`config.mk`:
```
export PLATFORM = sky130hd
export DESIGN_NAME = mem_port_arbiter
export DESIGN_NICKNAME = d
export VERILOG_FILES = /design/src/rtl/mem_port_arbiter.sv
export SDC_FILE = /design/constraint.sdc
export NUM_CORES = 1
export LEC_CHECK = 0
export ABC_AREA = 1
export BUFFER_PORTS_ARGS = -buffer_cell sky130_fd_sc_hd__buf_2
export CAP_MARGIN = 25
export CELL_PAD_IN_SITES_DETAIL_PLACEMENT = 1
export CELL_PAD_IN_SITES_GLOBAL_PLACEMENT = 1
export CORE_MARGIN = 5
export CORE_UTILIZATION = 32
export CTS_BUF_LIST = sky130_fd_sc_hd__clkbuf_2
export DETAILED_ROUTE_END_ITERATION = 10
export PLACE_DENSITY_LB_ADDON = 0.1
export SYNTH_ARGS = -nofsm -noshare
export SYNTH_HDL_FRONTEND = slang
export SYNTH_SLANG_ARGS = --single-unit
```
`constraint.sdc`:
```
create_clock -name clk -period 1.6 [get_ports clk]
set_input_delay 0.08 -clock clk [delete_from_list [all_inputs] [get_ports clk]]
set_output_delay 0.08 -clock clk [all_outputs]
set_load 0.02 [all_outputs]
```
`src/rtl/mem_port_arbiter.sv`:
```
// Shares one memory port between instruction fetch and MEM-stage load/store; data access wins.
// Latency: m_req one cycle after the request, done/valid pulse one cycle after m_ack (2-cycle minimum).
// Backpressure: stall_m/stall_f hold the pipeline until the granted transaction completes; no preemption.
module mem_port_arbiter #(
  parameter int TIMEOUT = 64
) (
  input  logic        clk,
  input  logic        rst,
  input  logic        if_req,
  input  logic [31:0] if_addr,
  input  logic        if_flush,
  output logic [31:0] if_rdata,
  output logic        if_valid,
  input  logic        mem_re,
  input  logic        mem_we,
  input  logic [31:0] mem_addr,
  input  logic [31:0] mem_wdata,
  output logic [31:0] mem_rdata,
  output logic        mem_done,
  output logic        stall_m,
  output logic        stall_f,
  output logic        m_req,
  output logic        m_we,
  output logic [31:0] m_addr,
  output logic [31:0] m_wdata,
  input  logic [31:0] m_rdata,
  input  logic        m_ack,
  output logic        err
);

  localparam int CW = $clog2(TIMEOUT + 1);
  localparam logic [CW-1:0] TMAX = CW'(TIMEOUT);

  typedef enum logic [1:0] {IDLE, DATA, INSTR} state_t;

  state_t        state, state_nxt;
  logic [CW-1:0] wait_cnt;
  logic          drop;
  logic          data_req;
  logic          fetch_req;

  // A completed data access is masked during its done cycle so it is not re-issued
  assign data_req  = (mem_re | mem_we) & ~mem_done;
  assign fetch_req = if_req & ~if_flush & ~if_valid;

  // State register
  always_ff @(posedge clk) begin
    if (rst) state <= IDLE;
    else     state <= state_nxt;
  end

  // Next-state: data is older than the fetch, so it wins; each access waits for its ack
  always_comb begin
    state_nxt = state;
    case (state)
      IDLE: begin
        if (data_req)       state_nxt = DATA;
        else if (fetch_req) state_nxt = INSTR;
      end
      DATA:    if (m_ack) state_nxt = IDLE;
      INSTR:   if (m_ack) state_nxt = IDLE;
      default: state_nxt = IDLE;
    endcase
  end

  // Stalls: a pending data access freezes everything including E/M; a fetch only freezes F/D
  always_comb begin
    stall_m = data_req;
    stall_f = if_req & ~if_valid & ~data_req;
  end

  // Memory request, completion pulses and returned data
  always_ff @(posedge clk) begin
    if (rst) begin
      m_req     <= 1'b0;
      m_we      <= 1'b0;
      m_addr    <= '0;
      m_wdata   <= '0;
      if_rdata  <= '0;
      if_valid  <= 1'b0;
      mem_rdata <= '0;
      mem_done  <= 1'b0;
    end else begin
      mem_done <= 1'b0;
      if_valid <= 1'b0;
      case (state)
        IDLE: begin
          if (data_req) begin
            m_req   <= 1'b1;
            m_addr  <= mem_addr;
            m_we    <= mem_we;
            m_wdata <= mem_wdata;
          end else if (fetch_req) begin
            m_req   <= 1'b1;
            m_addr  <= if_addr;
            m_we    <= 1'b0;
            m_wdata <= '0;
          end
        end
        DATA: begin
          if (m_ack) begin
            m_req     <= 1'b0;
            mem_rdata <= m_rdata;
            mem_done  <= 1'b1;
          end
        end
        INSTR: begin
          if (m_ack) begin
            m_req <= 1'b0;
            // A flush in the ack cycle discards the word just like an earlier one
            if (!(drop || if_flush)) begin
              if_rdata <= m_rdata;
              if_valid <= 1'b1;
            end
          end
        end
        default: ;
      endcase
    end
  end

  // Remember a flush that hit an in-flight fetch until its ack arrives
  always_ff @(posedge clk) begin
    if (rst) begin
      drop <= 1'b0;
    end else if (state == INSTR) begin
      if (m_ack)         drop <= 1'b0;
      else if (if_flush) drop <= 1'b1;
    end
  end

  // Watchdog: count unanswered wait cycles; the flag is sticky and the access is not aborted
  always_ff @(posedge clk) begin
    if (rst) begin
      wait_cnt <= '0;
      err      <= 1'b0;
    end else if (state == IDLE) begin
      if (state_nxt != IDLE) wait_cnt <= '0;
    end else if (!m_ack && wait_cnt != TMAX) begin
      wait_cnt <= wait_cnt + CW'(1);
      if (wait_cnt == TMAX - CW'(1)) err <= 1'b1;
    end
  end

endmodule
```
* Word level (Yosys, flattened, before mapping)
Index checks and enable logic that the tools add are counted.
** Storage, ports and cells
- Bits in registers :: 143
- Output and inout bits :: 135
** Cells by class
- Reduce and logical (&&, ||, !) cells :: 19
- $add $sub $neg :: 1
- Equality and inequality tests :: 7
- Mux-type cells :: 21
- Bitwise operators :: 15
** Operators by type and width (number)
- 32-bit two-way mux :: 4
- 7-bit two-way mux :: 3
- 2-bit nonzero test :: 5
- 1-bit two-way mux :: 9
- 1-bit NOT :: 9
- 3-bit AND reduction :: 3
- 2-bit AND reduction :: 4
- 7-bit by 1-bit adder with 7-bit output, second input constant :: 1
- 7-bit by 6-bit equality test with 1-bit output, second input constant :: 1
- 7-bit != test, second input constant :: 1
- 2-bit two-way mux :: 3
- 1-bit AND :: 5
- 2-bit by 1-bit != test with 1-bit output, second input constant :: 2
- 2-bit one-hot mux with 2 select lines :: 1
- 2-bit OR reduction :: 2
- 3-bit != test, second input constant :: 1
- 3-bit OR reduction :: 1
- 2-bit by 1-bit equality test with 1-bit output, second input constant :: 1
- 2-bit equality test, second input constant :: 1
- 2-bit zero test :: 1
- 1-bit one-hot mux with 2 select lines :: 1
- 1-bit logical AND :: 1
- 1-bit zero test :: 1
- 1-bit logical OR :: 1
- 1-bit OR :: 1

* Longest topological paths before layout
- Word-level depth :: 9
- Gate-level depth with buffers :: 11
- Depth with buffers taken out :: 11

* Least setup slack after synthesis
No wires, ideal clock.
- Path type :: reg2reg
- From :: register state[0]
- To :: register m_wdata[10]
- Library setup time :: 0.132 ns
- Cell stages (with the launch flop) :: 10
- Clock period less this slack :: 1.415 ns
- Setup slack :: 0.185 ns
- Arrival :: 1.283 ns
- Path through :: dfxtp_1 -> inv_1 -> ha_1 -> inv_1 -> a21oi_2 -> buf_4 -> inv_2 -> buf_4 -> nand2_1 -> a21oi_1
** On the way
- Word-level cells in the longest chain between the ends :: 2
** Ends and longest elaborated chain
- start: declaration :: line 36 : state_t state, state_nxt;
- start signal: assignment :: line 49 : else state <= state_nxt;
- 2-bit zero test :: line 86 : case (state)
- 2-bit AND reduction (no source line)
- end signal: assignment :: line 92 : m_wdata <= mem_wdata;
- end: declaration :: line 25 : output logic [31:0] m_wdata,
No other way between the ends.
A chain may end at the register's enable or synchronous reset.

* Final worst setup path
- From :: register mem_done
- To :: register m_addr[1]
** On the way
- Word-level cells in the longest chain between the ends :: 4
** Ends and longest elaborated chain
- start: declaration :: line 19 : output logic mem_done,
- start signal: assignment :: line 82 : mem_done <= 1'b0;
- start signal: assignment :: line 84 : mem_done <= 1'b0;
- start signal: assignment :: line 104 : mem_done <= 1'b1;
- 1-bit NOT (*) :: line 43 : assign data_req = (mem_re | mem_we) & ~mem_done;
- 1-bit AND (*) :: line 43
- 2-bit nonzero test (no source line)
- 2-bit AND reduction (no source line)
- end signal: assignment :: line 90 : m_addr <= mem_addr;
- end signal: assignment :: line 95 : m_addr <= if_addr;
- end: declaration :: line 24 : output logic [31:0] m_addr,
Mark *: on every way between the ends. The rest lies on a longest branch, timed or not.

==> results by group <==
Clock network
  – Skew-Pair Late Insertion Delay: 700 ps
  – CTS tree: yes
  – Clk root buf: clkbuf_2
  – Longest Clk Path Bufs: 2
  – Clock slew at reported path FFs: approximately 220 ps
  – Clock Sinks: 143
  – Htree depth: 4
  – CTS buffer count: 17

Synthesis
  – Syn Inst Count: slightly above 700
  – Avg Cell Area, Syn: 7.611 sq um
  – Synth top area share: a little over half
  – FF+latch count, synth: 143
  – Synth area leader: dfxtp_1
  – Synth Cell Area: between 0.005 and 0.006 sq mm
  – YS warnings: 0
  – Sequential area share after synthesis: 52.90%
  – Synth Net Count: 852
  – Number of library cell types mapped by synthesis: 25
  – Area contributors post-synth: dfxtp_1 (53%), nand2_1 (10%), nor2_1 (9.8%)

Detailed routing
  – Via/cell ratio: 4.749
  – DRT iter0 DRCs: 224
  – Post-Route WL: 22510 um
  – Post-route DRC violation count: 0
  – Post-route ant nets: 0
  – DR vias: 6430
  – Wirelength per Cell: 16.62 um
  – 1st-pass router iterations: 6

Global route
  – Number of global-route vias before repair: a little under 7000
  – Grt ovf: 0
  – Total track usage: 21.86%
  – Largest net degree at the start of global routing: 65
  – Initial antenna violation count: 2
  – First-pass GRT wire length: approximately 35000 um

Worst setup path
  – CP arrival: 2240 ps
  – Setup crit end kind: register
  – R2R depth: 6
  – CP max FO: 12
  – Required @ worst endpoint: 2230 ps
  – CP startpoint: mem_done$_SDFF_PP0_
  – R2R setup slack: -7 ps
  – Startpoint Class: register
  – WS Path Type: register to register
  – Worst r2r src: mem_done$_SDFF_PP0_

STA
  – Final setup margin: -7.207 ps
  – # setup viols final: 1
  – Peak Freq: 0.6222 GHz
  – Worst relative slew slack: 69.02%
  – WHS: around 150 ps
  – Share of the clock period used by the worst path: 100.5%
  – Final hold vios: 0
  – Fin crit period: between 1500 and 2000 ps
  – Max-slew violation count: 0
  – Clk_skew: ~36 ps
  – Worst-margin pin slew: roughly 460 ps
  – RSZ-0062 raised after global routing: true

Finish
  – Synthesis-to-layout area growth: 62.80%
  – Nets: 1260
  – Share of layout cells above drive strength 1: a little under a third
  – Most common cell after layout, fill and taps aside: buf_2
  – Most frequent cells in the layout: buf_2 (268), nand2_1 (149), dfxtp_1 (142)

Placement
  – GP Congestion: about 0.78
  – Port Buffers: 269
  – DPL Wire Length: 12840 um

Floorplan
  – Die X-Extent: 140.0 um
  – Die height: 140.0 um
  – Core box area: 0.01658 sq mm
  – Row count: 47
  – Initial core utilization: 32.63%
  – # IOs: 270
  – Die area: 0.01961 sq mm

Power
  – P_leak: approximately 4.2 nW
  – PwrDens: a little over 900 mW/mm^2
  – VDD IR-drop max: ~0.50 mV
  – Design Power: 8.197 mW

Run status
  – Status: finished, violations left
  – Failing checks: setup timing

Job
  – Max Cap Viol: 0

Worst hold path
  – Hold/Removal Path Class: primary input to register
  – Hold path start: mem_wdata[15]
  – Hold depth: 4
[stage by stage]
step	util, %	setup WS, ps	instance area, sq um	setup TNS [ps]	std cells
detailed placement	42.52	-34.82	7051	-174.2	1173
CTS	52.30	-162.7	8673	-281.6	1344
global route	53.12	-170.6	8810	-402.5	1354
global placement	42.52	30.97	7051	0	1173
finish	53.12	-7.207	8810	-7.207	1354
floorplan	-	184.6	5411	0	711
[power breakdown]
group	internal (mW)	leakage (nW)	total (mW)	switching [mW]
Sequential	3.85	1.17	4.00	0.145
Clock	0.568	0.115	1.96	1.39
Combinational	0.940	2.87	2.24	1.30
Total	5.36	4.15	8.20	2.84
[routing by layer]
layer | up-vias | GRT usage, % | share of wire, %
li1 | 3138 | - | -
met1 | 3023 | 25.23 | 41
met2 | 229 | 37.91 | 49
met3 | 40 | 7.055 | 7.1
met4 | 0 | 8.006 | 2.4
met5 | - | 0 | 0
[sequential cells by signal, summed over array words and instances, names as in the netlist]
signal     flops
drop           1
m_wdata       32
if_valid       1
m_addr        32
wait_cnt       7
state          2
if_rdata      32
mem_done       1
m_req          1
m_we           1
mem_rdata     32
err            1
[repair_timing]
item,in CTS,in global routing
endpoints found under the hold margin,143,0
pin swaps,1,1
resized for setup,12,7
cloned,0,3
hold buffers,135,0
buffers inserted,4,6
endpoints found under the setup margin,16,38
[cells in the mapped netlist]
cell,number
nor2_1,141
clkbuf_1,26
clkinv_1,2
xor2_1,1
dfxtp_1,143
inv_2,1
a31oi_1,32
ha_1,6
nand2_1,151
nand4_1,1
nand3_1,10
nand2_4,1
buf_2,14
nand2_2,1
a311oi_1,1
a21oi_2,1
nor3_1,2
inv_1,22
buf_6,2
a21oi_1,44
nand3b_1,1
o21ai_0,96
o21ai_1,7
buf_4,4
nand3_2,1
[cell families after synthesis]
kind of cell / Yosys count / synth area share [%]
XOR/XNOR: 1 / 0.1619
AO/OA/AOI/OAI: 181 / 17.62
buffers and inverters: 71 / 5.803
adder cells (fa/ha/maj): 6 / 1.387
AND/OR/NAND/NOR: 309 / 22.13
flip-flops: 143 / 52.90
[worst paths after layout]
path,to
min reg2reg,m_wdata[30]$_SDFFE_PP0P_
max reg2reg,m_addr[1]$_SDFFE_PP0P_
min,m_wdata[15]$_SDFFE_PP0P_
max,m_addr[1]$_SDFFE_PP0P_
[final cells by class]
| type | count | area (sq um) |
|---|---|---|
| Antenna cell | 2 | 5.005 |
| Clock buffer | 19 | 95.09 |
| Clock inverter | 13 | 113.9 |
| Fill cell | 2123 | 7774 |
| Inverter | 25 | 103.9 |
| Multi-Input combinational cell | 497 | 2272 |
| Sequential cell | 143 | 2864 |
| Tap cell | 220 | 275.3 |
| Timing Repair Buffer | 435 | 3080 |
[critical path, stage by stage (launching register included)]
cell and delay [ps]:
dfxtp_2 380, inv_2 50, nand2_4 70, buf_6 170, nand2_1 100, dlygate4sd3_1 590, a31oi_1 180
Power figures use the tool's default switching activity.
